$ cat config.mk
export PLATFORM = sky130hd
export DESIGN_NAME = sub_serial_32
export DESIGN_NICKNAME = d
export VERILOG_FILES = /design/src/rtl/sub_serial_pkg.sv /design/src/rtl/adder_n.sv /design/src/rtl/sub_serial_32.sv
export SDC_FILE = /design/constraint.sdc
export NUM_CORES = 1
export LEC_CHECK = 0
export ABC_AREA = 1
export BUFFER_PORTS_ARGS = -buffer_cell sky130_fd_sc_hd__clkbuf_2
export CORE_MARGIN = 5
export CORE_UTILIZATION = 49
export DETAILED_ROUTE_END_ITERATION = 8
export PLACE_DENSITY = 0.78
export SYNTH_ARGS = -nofsm -noshare
export SYNTH_HDL_FRONTEND = slang
export SYNTH_SLANG_ARGS = --single-unit
$ cat constraint.sdc
create_clock -name clk -period 2.2 [get_ports clk]
set_input_delay 0.22 -clock clk [delete_from_list [all_inputs] [get_ports clk]]
set_output_delay 0.22 -clock clk [all_outputs]
set_load 0.02 [all_outputs]
$ cat src/rtl/sub_serial_pkg.sv
`default_nettype none
// +------------------------------------------------------------------+
// | sub_serial_pkg                                                   |
// | FSM state encoding and counter sizing for sub_serial_32.         |
// | Rev 1.0                                                          |
// +------------------------------------------------------------------+
package sub_serial_pkg;

  typedef enum logic [1:0] {
    IDLE = 2'd0,
    BUSY = 2'd1,
    DONE = 2'd2
  } state_t;

  // Slice counter width; never below one bit, even for a single slice.
  function automatic int cnt_width(input int n, input int chunk);
    int slices;
    slices = n / chunk;
    return (slices > 1) ? $clog2(slices) : 1;
  endfunction

endpackage
`default_nettype wire

$ cat src/rtl/adder_n.sv
`default_nettype none
// +------------------------------------------------------------------+
// | adder_n                                                          |
// | Combinational N-bit ripple adder with carry in and carry out.    |
// | Rev 1.0                                                          |
// +------------------------------------------------------------------+
module adder_n #(
  parameter int N = 32
) (
  input  logic [N-1:0] a,
  input  logic [N-1:0] b,
  input  logic         c_in,
  output logic [N-1:0] sum,
  output logic         c_out
);

  assign {c_out, sum} = {1'b0, a} + {1'b0, b} + {{N{1'b0}}, c_in};

endmodule
`default_nettype wire

$ cat src/rtl/sub_serial_32.sv
`default_nettype none
// +------------------------------------------------------------------+
// | sub_serial_32                                                    |
// | Multi-cycle subtractor: diff = a - b - borrow_in, CHUNK bits per |
// | cycle, LSB first. Define SUB_SERIAL_FLAGS_EN for zero/negative/  |
// | overflow status outputs.                                         |
// | Rev 1.0                                                          |
// +------------------------------------------------------------------+
module sub_serial_32
  import sub_serial_pkg::*;
#(
  parameter int N     = 32,
  parameter int CHUNK = 4
) (
  input  logic         clk,
  input  logic         rst,
  input  logic         i_valid,
  output logic         i_ready,
  input  logic [N-1:0] a,
  input  logic [N-1:0] b,
  input  logic         borrow_in,
  output logic         o_valid,
  input  logic         o_ready,
  output logic [N-1:0] diff,
  output logic         borrow_out
`ifdef SUB_SERIAL_FLAGS_EN
  ,
  output logic         zero,
  output logic         negative,
  output logic         overflow
`endif
);

  localparam int NS = N / CHUNK;
  localparam int CW = cnt_width(N, CHUNK);

  generate
    if ((CHUNK < 1) || (N % CHUNK != 0)) begin : g_width_check
      $error("sub_serial_32: N must be a positive multiple of CHUNK");
    end
  endgenerate

  state_t          r_state;
  state_t          w_next;
  logic [N-1:0]    r_a;
  logic [N-1:0]    r_b;
  logic [N-1:0]    r_diff;
  logic [CW-1:0]   r_cnt;
  logic            r_borrow;
  logic            r_borrow_out;

  logic [CHUNK-1:0] w_a_sl [NS];
  logic [CHUNK-1:0] w_b_sl [NS];
  logic [CHUNK-1:0] w_a_cur;
  logic [CHUNK-1:0] w_b_cur;
  logic [CHUNK-1:0] w_d;
  logic             w_carry;
  logic             w_bw;
  logic             w_last;
  logic [N-1:0]     w_diff_next;

  // Slice views of the operands, and the result with slice r_cnt replaced.
  for (genvar i = 0; i < NS; i++) begin : g_slices
    assign w_a_sl[i] = r_a[i*CHUNK +: CHUNK];
    assign w_b_sl[i] = r_b[i*CHUNK +: CHUNK];
    assign w_diff_next[i*CHUNK +: CHUNK] =
        (r_cnt == CW'(i)) ? w_d : r_diff[i*CHUNK +: CHUNK];
  end

  assign w_a_cur = w_a_sl[r_cnt];
  assign w_b_cur = w_b_sl[r_cnt];
  assign w_last  = (r_cnt == CW'(NS - 1));

  // a - b - br == a + ~b + ~br; the adder's carry out is the inverted borrow.
  adder_n #(
    .N (CHUNK)
  ) u_slice (
    .a     (w_a_cur),
    .b     (~w_b_cur),
    .c_in  (~r_borrow),
    .sum   (w_d),
    .c_out (w_carry)
  );

  assign w_bw = ~w_carry;

  always_ff @(posedge clk) begin
    if (rst) r_state <= IDLE;
    else     r_state <= w_next;
  end

  always_comb begin
    w_next  = r_state;
    i_ready = 1'b0;
    o_valid = 1'b0;
    case (r_state)
      IDLE: begin
        i_ready = 1'b1;
        if (i_valid) w_next = BUSY;
      end
      BUSY: begin
        if (w_last) w_next = DONE;
      end
      DONE: begin
        o_valid = 1'b1;
        if (o_ready) w_next = IDLE;
      end
      default: w_next = IDLE;
    endcase
  end

  always_ff @(posedge clk) begin
    if (rst) begin
      r_a          <= '0;
      r_b          <= '0;
      r_diff       <= '0;
      r_cnt        <= '0;
      r_borrow     <= 1'b0;
      r_borrow_out <= 1'b0;
    end else begin
      case (r_state)
        IDLE: begin
          if (i_valid) begin
            r_a      <= a;
            r_b      <= b;
            r_borrow <= borrow_in;
            r_cnt    <= '0;
          end
        end
        BUSY: begin
          r_diff   <= w_diff_next;
          r_borrow <= w_bw;
          if (w_last) begin
            r_borrow_out <= w_bw;
            r_cnt        <= '0;
          end else begin
            r_cnt <= r_cnt + CW'(1);
          end
        end
        default: ;
      endcase
    end
  end

  assign diff       = r_diff;
  assign borrow_out = r_borrow_out;

`ifdef SUB_SERIAL_FLAGS_EN
  logic r_zero;
  logic r_negative;
  logic r_overflow;

  // Flags come from the fully assembled result at the final slice.
  always_ff @(posedge clk) begin
    if (rst) begin
      r_zero     <= 1'b0;
      r_negative <= 1'b0;
      r_overflow <= 1'b0;
    end else if ((r_state == BUSY) && w_last) begin
      r_zero     <= (w_diff_next == '0);
      r_negative <= w_diff_next[N-1];
      r_overflow <= (r_a[N-1] != r_b[N-1]) && (w_diff_next[N-1] != r_a[N-1]);
    end
  end

  assign zero     = r_zero;
  assign negative = r_negative;
  assign overflow = r_overflow;
`else
  // Status flags not built in this configuration.
`endif

endmodule
`default_nettype wire

==> metrics.yaml, run 1 <==
worst_setup_path:
  cp-start-kind: "register"
  worstSetupPathType: "reg2reg"
  end_kind: "register"
  crit_path_max_fanout: 8
  arrival_ns: 2.60
  crit_required_ns: 2.50
finish:
  drive_gt1_share_pct: 25.20
  fillers: 818
  regArea_sq_mm: 0.002066
  fin_util_pct: 61.00
  nets: 837
  multi_input_area_sq_mm: 0.002238
  syn_to_final_growth_pct: 22.15
  fin_cells: 873
  antenna_cells: 0
  finalInstanceArea_sq_mm: 0.005583
synthesis:
  synth_top_area_share_pct: 45.11
  synth-edff-count: 0
  netlist_area_sq_mm: 0.004571
  synth.ff_latch_count: 103
  yosys-top-cells-area: "dfxtp_1 45%, nor2_1 18%, o21ai_0 12%"
  yosys.area.top_type: "dfxtp_1"
  synthFlopType: "dfxtp_1"
  synthCells: 646
  synth_warnings: 0
  yosysSeqAreaShare_pct: 45.11
  synth_cell_types: 27
  synth_nets: 726
  syn_avg_cell_area_sq_um: 7.075
  ys_async_sr_fraction_pct: 0
  synthMostInstantiatedCell: "nor2_1"
  synth_common_cells: "214 x nor2_1, 110 x o21ai_0, 103 x dfxtp_1, 61 x nand2_1, 29 x inv_1"
timing:
  fin_worst_skew_ns: 0.01053
  postLayoutSetupSlackWorst_ns: -0.1002
  finalSetupViolCount: 20
  finalCritPeriodShare_pct: 104.6
  finalCriticalPeriod_ns: 2.300
  tightest_slew_ns: 0.4723
  holdWs_ns: 0.09615
  clock.fmax_mhz: 434.8
  max-slew-margin-rel_pct: 68.18
  setup-tns-final_ns: -1.145
  rsz0062_at_grt: "yes"
  final_max_slew_viol_count: 0
  finalHoldViolCount: 0
power:
  irDropWorstVdd_uv: 412.4
  power.static_leakage_nw: 2.553
  power_mw: 4.187
  p_per_area_mw_per_mm2: 749.9
floorplan:
  row_count: 35
  core_sq_mm: 0.009153
  boundaryPins: 104
  die_h_um: 106.6
  dieArea_sq_mm: 0.01136
  die_x_um: 106.6
  initial_utilization_pct: 49.94
drt:
  vias: 4444
  drc: 0
  detail-route-antenna-nets: 0
  initialDrtViolationCount: 176
  routedWlPerCell_um: 13.39
  routed_via_density: 5.090
  drt-pass1-iter-count: 4
  totalWireLength_um: 11690
clocking:
  h-tree-depth: 3
  clockBufferDepth: 2
  cts_hold_buffers: 0
  cts_tree: "built"
  clock_sink_count: 103
  worstSkewPairLatency_ns: 0.37
  cts_buffers: 9
  clkTransAtPathRegs_ns: 0.10
  cts-root-buf: "clkbuf_8"
placed_design:
  numPortBuffers: 103
  gp_congestion: 0.8391
  placed_cell_area_sq_mm: 0.005280
  place.detailed.instances: 852
  place_ws_ns: -0.06404
  dp_hpwl_um: 8703
min_path:
  min_path_type: "in2reg"
status:
  status: "complete, but fails checks"
  violations: "setup timing"
grt:
  grt_pass1_wl_um: 19470
  grt_start_max_net_pins: 51
  grtUsageTotal_pct: 20.82
  grt_pass1_vias: 4247
  grt-ovfl-total: 0
  antenna_found_initial: 0
flow_run:
  maxCapViolCount: 0
-- state kept, by name (all words and copies together) (netlist names) --
signal / flops
diff: 32
r_a: 32
r_b: 32
r_cnt: 3
r_state: 2
borrow_out: 1
r_borrow: 1
-- logic make-up after synthesis --
kind of cell               count (synthesis)  synth area share (%)
and+or+nand+nor                          305                 26.88
DFF                                      103                 45.11
xor gates and xnor gates                   1                0.1917
AOI/OAI and AO/OA                        150                 16.86
buffers and inverters                     76                 7.610
adders and majority gates                 11                 3.340
-- final timing paths --
kind                                             from  slack [ns]  cells past startpoint                     to
worst max-delay path            r_cnt[0]$_SDFFE_PP0P_       -0.10                     12  diff[17]$_SDFFE_PP0P_
worst min-delay path                             b[2]         0.1                      3    r_b[2]$_SDFFE_PP0P_
worst max register to register  r_cnt[0]$_SDFFE_PP0P_       -0.10                     12  diff[17]$_SDFFE_PP0P_
worst min register to register   r_b[21]$_SDFFE_PP0P_        0.46                      2   r_b[21]$_SDFFE_PP0P_
-- cell usage in the layout, fill, tap and decap left out, types with 9 or more instances in the layout --
master,synthesis,final
a21oi_1,25,22
buf_4,9,28
clkbuf_2,4,103
clkbuf_8,0,9
dfxtp_1,103,102
inv_1,29,26
nand2_1,61,55
nand3_1,16,14
nor2_1,214,212
o21ai_0,110,96
o21ai_1,7,21
-- where the power goes --
part           internal [mW]  leakage (nW)  switching, mW
Combinational          0.436          1.62          0.598
Clock                  0.423        0.0838          0.671
Sequential              1.98         0.847         0.0750
-- metal layers --
metal	track usage (%)	wire length (um)
met5	0	0
met4	6.849	179
met3	4.636	820
met2	34.85	5639
met1	26.63	5048
-- final cells by class --
type	instances	area share, %
Multi-Input combinational cell	467	40.09
Sequential cell	103	37.00
Timing Repair Buffer	137	14.52
Inverter	39	2.667
Tap cell	111	2.488
Clock buffer	9	2.219
Clock inverter	7	1.009
-- what timing repair did --
action | CTS | global route
endpoints found under the setup margin | 25 | 26
cloned | 0 | 0
resized for setup | 8 | 29
buffers inserted | 0 | 5
pin swaps | 1 | 22
-- critical path: stages (launching register included) --
cell     delay (ns)
dfxtp_4        0.38
inv_1          0.06
buf_4          0.16
o21ai_1        0.17
nand2_1        0.10
nand2_1        0.09
nand2_2        0.07
fa_2           0.37
inv_2          0.07
fa_2           0.46
inv_4          0.11
o21ai_0        0.08
nor2_1         0.12
Power figures use the tool's default switching activity.
==> run 2: changes to the inputs <==
- CORE_MARGIN: 5 -> 10
==> run 2 against run 1 <==
Compared with the run above:
- the run still ends with setup timing left
- hold slack gained 0.0084 ns
- clock-buffer cell count increased by 1
- non-clock buffer count decreased by 6
- die area grew 20%
- sequential power barely moved
- clock skew increased by 0.0021 ns
- design area increased by 1.9%
- first-iteration DRC count is 100% higher
- power increased by 5.0%
==> metrics.yaml, run 2 (synthesis results as in run 1) <==
finish:
  drive_gt1_share_pct: 26.49
  layout_commonest_cell: "nor2_1"
  fin_cells: 866
  antenna_cells: 0
  final_cell_mix: "208 x nor2_1, 103 x clkbuf_2, 101 x dfxtp_1"
  nets: 831
  fillers: 809
  syn_to_final_growth_pct: 24.45
floorplan:
  boundaryPins: 104
  die_h_um: 116.6
  row_count: 35
  dieArea_sq_mm: 0.01359
  initial_utilization_pct: 49.94
  core_sq_mm: 0.009153
  die_x_um: 116.6
clocking:
  cts_hold_buffers: 0
  clock_sink_count: 103
  worstSkewPairLatency_ns: 0.37
  cts_buffers: 9
  clockBufferDepth: 2
  clkTransAtPathRegs_ns: 0.10
  h-tree-depth: 3
  cts-root-buf: "clkbuf_8"
  cts_tree: "built"
timing:
  finalCriticalPeriod_ns: 2.293
  holdWs_ns: 0.1046
  max-slew-margin-rel_pct: 66.07
  clock.fmax_mhz: 436.2
  rsz0062_at_grt: "yes"
  final_max_slew_viol_count: 0
  tightest_slew_ns: 0.5037
  fin_worst_skew_ns: 0.01265
  finalCritPeriodShare_pct: 104.2
  finalHoldViolCount: 0
  postLayoutSetupSlackWorst_ns: -0.09263
  finalSetupViolCount: 15
grt:
  grt-ovfl-total: 0
  grt_pass1_vias: 4314
  antenna_found_initial: 0
  grt_start_max_net_pins: 87
  grtUsageTotal_pct: 18.19
  grt_pass1_wl_um: 20060
placed_design:
  gp_congestion: 0.9022
  place.detailed.instances: 845
  numPortBuffers: 103
  dp_hpwl_um: 9102
drt:
  detail-route-antenna-nets: 0
  routedWlPerCell_um: 14.59
  routed_via_density: 5.207
  totalWireLength_um: 12640
  drt-pass1-iter-count: 5
  initialDrtViolationCount: 357
  drc: 0
  vias: 4509
worst_setup_path:
  crit_chain: "buf_12, buf_8, nor2_4, nor2_2, o21ai_2, nand2_1, nand2_1, nand2_2, fa_2, inv_2, fa_2, xnor2_2, buf_6, nand2_2, a21oi_2"
  worstSetupPathType: "reg2reg"
  arrival_ns: 2.58
  end_kind: "register"
  crit_path_max_fanout: 7
  path_buf_inv: 4
  cp-start-kind: "register"
  crit_required_ns: 2.49
  path_delay_family: "adder cells"
  slowest_stage: "fa_2"
  max_stage_delay_ns: 0.41
power:
  power_mw: 4.397
  p_per_area_mw_per_mm2: 773.0
  irDropWorstVdd_uv: 364.4
  power.static_leakage_nw: 2.592
status:
  status: "complete, but fails checks"
  violations: "setup timing"
flow_run:
  maxCapViolCount: 0
min_path:
  min_path_type: "in2reg"
run 2: stage by stage:
| stage | TNS (ns) | utilization, % | instance area (sq um) | setup slack, ns |
|---|---|---|---|---|
| 2_1_floorplan | 0 | - | 4594 | 0.02062 |
| 3_3_place_gp | 0 | 57.39 | 5253 | 0.01665 |
| 3_5_place_dp | -0.3368 | 57.39 | 5253 | -0.05306 |
| 4_1_cts | 0 | 60.49 | 5537 | 0.0002029 |
| 5_1_grt | -2.795 | 62.15 | 5688 | -0.1790 |
| 6_report | -0.9587 | 62.15 | 5688 | -0.09263 |
run 2: worst paths after layout:
kind,slack [ns],to,startpoint,cells past startpoint
max,-0.09,diff[18]$_SDFFE_PP0P_,r_cnt[0]$_SDFFE_PP0P_,15
min,0.10,r_a[5]$_SDFFE_PP0P_,a[5],3
max reg2reg,-0.09,diff[18]$_SDFFE_PP0P_,r_cnt[0]$_SDFFE_PP0P_,15
min reg2reg,0.48,r_a[21]$_SDFFE_PP0P_,r_a[21]$_SDFFE_PP0P_,2
run 2: routing by layer:
layer,track usage (%),routed length (um),up-vias
met3,6.112,907,22
met1,21.73,5367,2063
met2,30.54,6147,145
li1,-,-,2279
met5,0,0,-
met4,4.942,213,0
run 2: cell type report:
type	count	area, sq um	share of cell area (%)
Timing Repair Buffer	131	844.6	14.85
Clock buffer	10	127.6	2.244
Inverter	39	148.9	2.618
Sequential cell	103	2067	36.34
Tap cell	111	138.9	2.442
Multi-Input combinational cell	467	2278	40.06
Clock inverter	5	82.58	1.452
run 2: power breakdown:
part | internal [mW] | total, mW | leakage (nW) | switching (mW)
clock | 0.640 | 1.27 | 0.107 | 0.630
combinational | 0.446 | 1.07 | 1.64 | 0.624
sequential | 1.98 | 2.06 | 0.848 | 0.0738
total | 3.07 | 4.40 | 2.59 | 1.33
run 2: worst min-delay path: stages:
cell and delay (ns):
clkbuf_2 0.07, o21ai_0 0.07, nor2_1 0.08
run 2: what timing repair did:
| action | 4_1_cts | 5_1_grt |
|---|---|---|
| pin swaps | 4 | 16 |
| buffers inserted | 0 | 4 |
| hold endpoints to repair | 0 | 0 |
| cloned | 2 | 0 |
| resized for setup | 14 | 44 |
| endpoints found under the setup margin | 15 | 26 |
==> run 3: changes to the inputs <==
- REMOVE_ABC_BUFFERS: default -> 1
==> run 3 against run 2 <==
Compared with the run above:
- the flow now finishes without violations
- setup slack better by 0.12 ns
- clock skew down 0.0030 ns
- clock-buffer cell count unchanged
- fmax up 5.5%
- combinational power down 5%
- cell count down 0.35%
- critical path depth down 1
- critical path type unchanged
- highest routed layer unchanged
==> metrics.yaml, run 3 (synthesis results as in run 1) <==
worst_setup_path:
  cp-start-kind: "register"
  end_kind: "register"
  arrival_ns: 2.47
  crit_path_max_fanout: 7
  r2r_start: "r_cnt[0]$_SDFFE_PP0P_"
  worstSetupPathType: "reg2reg"
  reg2regPathDepth: 14
  regToRegSetupSlack_ns: 0.03
  crit_required_ns: 2.49
  timing.rr.end: "diff[6]$_SDFFE_PP0P_"
grt:
  grt_start_max_net_pins: 75
  grt_pass1_vias: 4260
  grt-ovfl-total: 0
  grtUsageTotal_pct: 16.95
  antenna_found_initial: 0
  grt_pass1_wl_um: 18910
clocking:
  cts-root-buf: "clkbuf_8"
  post_cts_buffers: 0
  cts_buffers: 9
  cts_hold_buffers: 0
  h-tree-depth: 3
  clockBufferDepth: 2
  worstSkewPairLatency_ns: 0.36
  cts_tree: "built"
  clock_sink_count: 103
  clkTransAtPathRegs_ns: 0.09
timing:
  rsz0062_at_grt: "yes"
  tightest_slew_ns: 0.6555
  finalHoldViolCount: 0
  fin_worst_skew_ns: 0.009656
  finalCritPeriodShare_pct: 98.73
  holdWs_ns: 0.09580
  finalCriticalPeriod_ns: 2.172
  setup-tns-final_ns: 0
  finalSetupViolCount: 0
  max-slew-margin-rel_pct: 55.84
  final_max_slew_viol_count: 0
  clock.fmax_mhz: 460.4
min_path:
  hold_end: "r_a[22]$_SDFFE_PP0P_"
  hold_depth: 3
  min_path_type: "in2reg"
  min-delay-start: "a[22]"
finish:
  drive_gt1_share_pct: 25.53
  layout_commonest_cell: "nor2_1"
  syn_to_final_growth_pct: 22.42
  antenna_cells: 0
  final_cell_mix: "206 x nor2_1, 103 x clkbuf_2, 101 x dfxtp_1"
  fin_cells: 863
  fin_util_pct: 61.13
  nets: 828
drt:
  vias: 4327
  drt-pass1-iter-count: 4
  routed_via_density: 5.014
  initialDrtViolationCount: 225
  totalWireLength_um: 11690
  detail-route-antenna-nets: 0
  routedWlPerCell_um: 13.55
  drc: 0
power:
  irDropWorstVdd_uv: 440.7
  power.static_leakage_nw: 2.532
  p_per_area_mw_per_mm2: 780.3
  power_mw: 4.366
floorplan:
  die_h_um: 116.6
  boundaryPins: 104
  row_count: 35
  dieArea_sq_mm: 0.01359
  core_sq_mm: 0.009153
  die_x_um: 116.6
  initial_utilization_pct: 49.94
placed_design:
  gp_congestion: 0.8688
  place.detailed.instances: 848
  dp_hpwl_um: 8592
  numPortBuffers: 103
status:
  status: "completed"
flow_run:
  maxCapViolCount: 0
-- run 3: changes by cell type in the layout (fill, tap and decap cells not counted), sizes merged --
cell      delta
clkinvlp     +3
bufbuf       -2
clkinv       -2
buf          -1
inv          -1
-- run 3: what timing repair did --
item,CTS,global route
endpoints found under the hold margin,0,0
cloned,0,0
pin swaps,1,13
gates resized for setup,9,46
endpoints found under the setup margin,26,26
-- run 3: per-layer routing --
metal / GRT usage, % / vias up / routed length, um
met3: 4.468 / 15 / 793
met5: 0 / - / 0
li1: - / 2275 / -
met2: 29.03 / 117 / 5401
met1: 20.03 / 1920 / 5306
met4: 5.848 / 0 / 193
-- run 3: stage by stage --
stage | area [sq um] | setup slack [ns]
floorplan | 4369 | -0.8941
global placement | 5249 | -0.005806
detailed placement | 5249 | -0.07693
CTS | 5484 | 0.003071
global route | 5595 | -0.1188
finish | 5595 | 0.02789
-- run 3: area by class of cell --
type | instances | area [sq um]
clock buffer | 10 | 137.6
clock inverter | 5 | 82.58
fill | 829 | 3557
inverter | 39 | 148.9
multi-input combinational | 467 | 2253
sequential | 103 | 2067
tap | 111 | 138.9
timing repair buffer | 128 | 767.0
-- run 3: worst max-delay path by stage --
stage	startpoint	endpoint	slack (ns)	cells after the start
after floorplan	r_cnt[0]$_SDFFE_PP0P_	diff[30]$_SDFFE_PP0P_	-0.89	10
after global placement	r_cnt[0]$_SDFFE_PP0P_	diff[23]$_SDFFE_PP0P_	-0.006	13
after detailed placement	r_cnt[0]$_SDFFE_PP0P_	diff[21]$_SDFFE_PP0P_	-0.08	12
after CTS	r_cnt[0]$_SDFFE_PP0P_	diff[21]$_SDFFE_PP0P_	0.003	11
after global routing	r_cnt[0]$_SDFFE_PP0P_	diff[6]$_SDFFE_PP0P_	-0.12	14
final	r_cnt[0]$_SDFFE_PP0P_	diff[6]$_SDFFE_PP0P_	0.03	14
-- run 3: worst max-delay path: stages, from the launching register on --
cell and delay [ns]:
dfxtp_4 0.39, buf_6 0.13, nor2_2 0.03, nor2_1 0.10
o21ai_1 0.08, nand2_1 0.06, nand2_1 0.06, nand2_2 0.07
fa_2 0.21, inv_2 0.04, fa_2 0.39, xnor2_1 0.15
buf_4 0.19, nand2_1 0.07, a21oi_1 0.12
-- run 3: power by group --
part           total (mW)  switching [mW]  internal [mW]
combinational        1.02           0.601          0.415
sequential           2.05          0.0691           1.98
clock                1.30           0.633          0.665
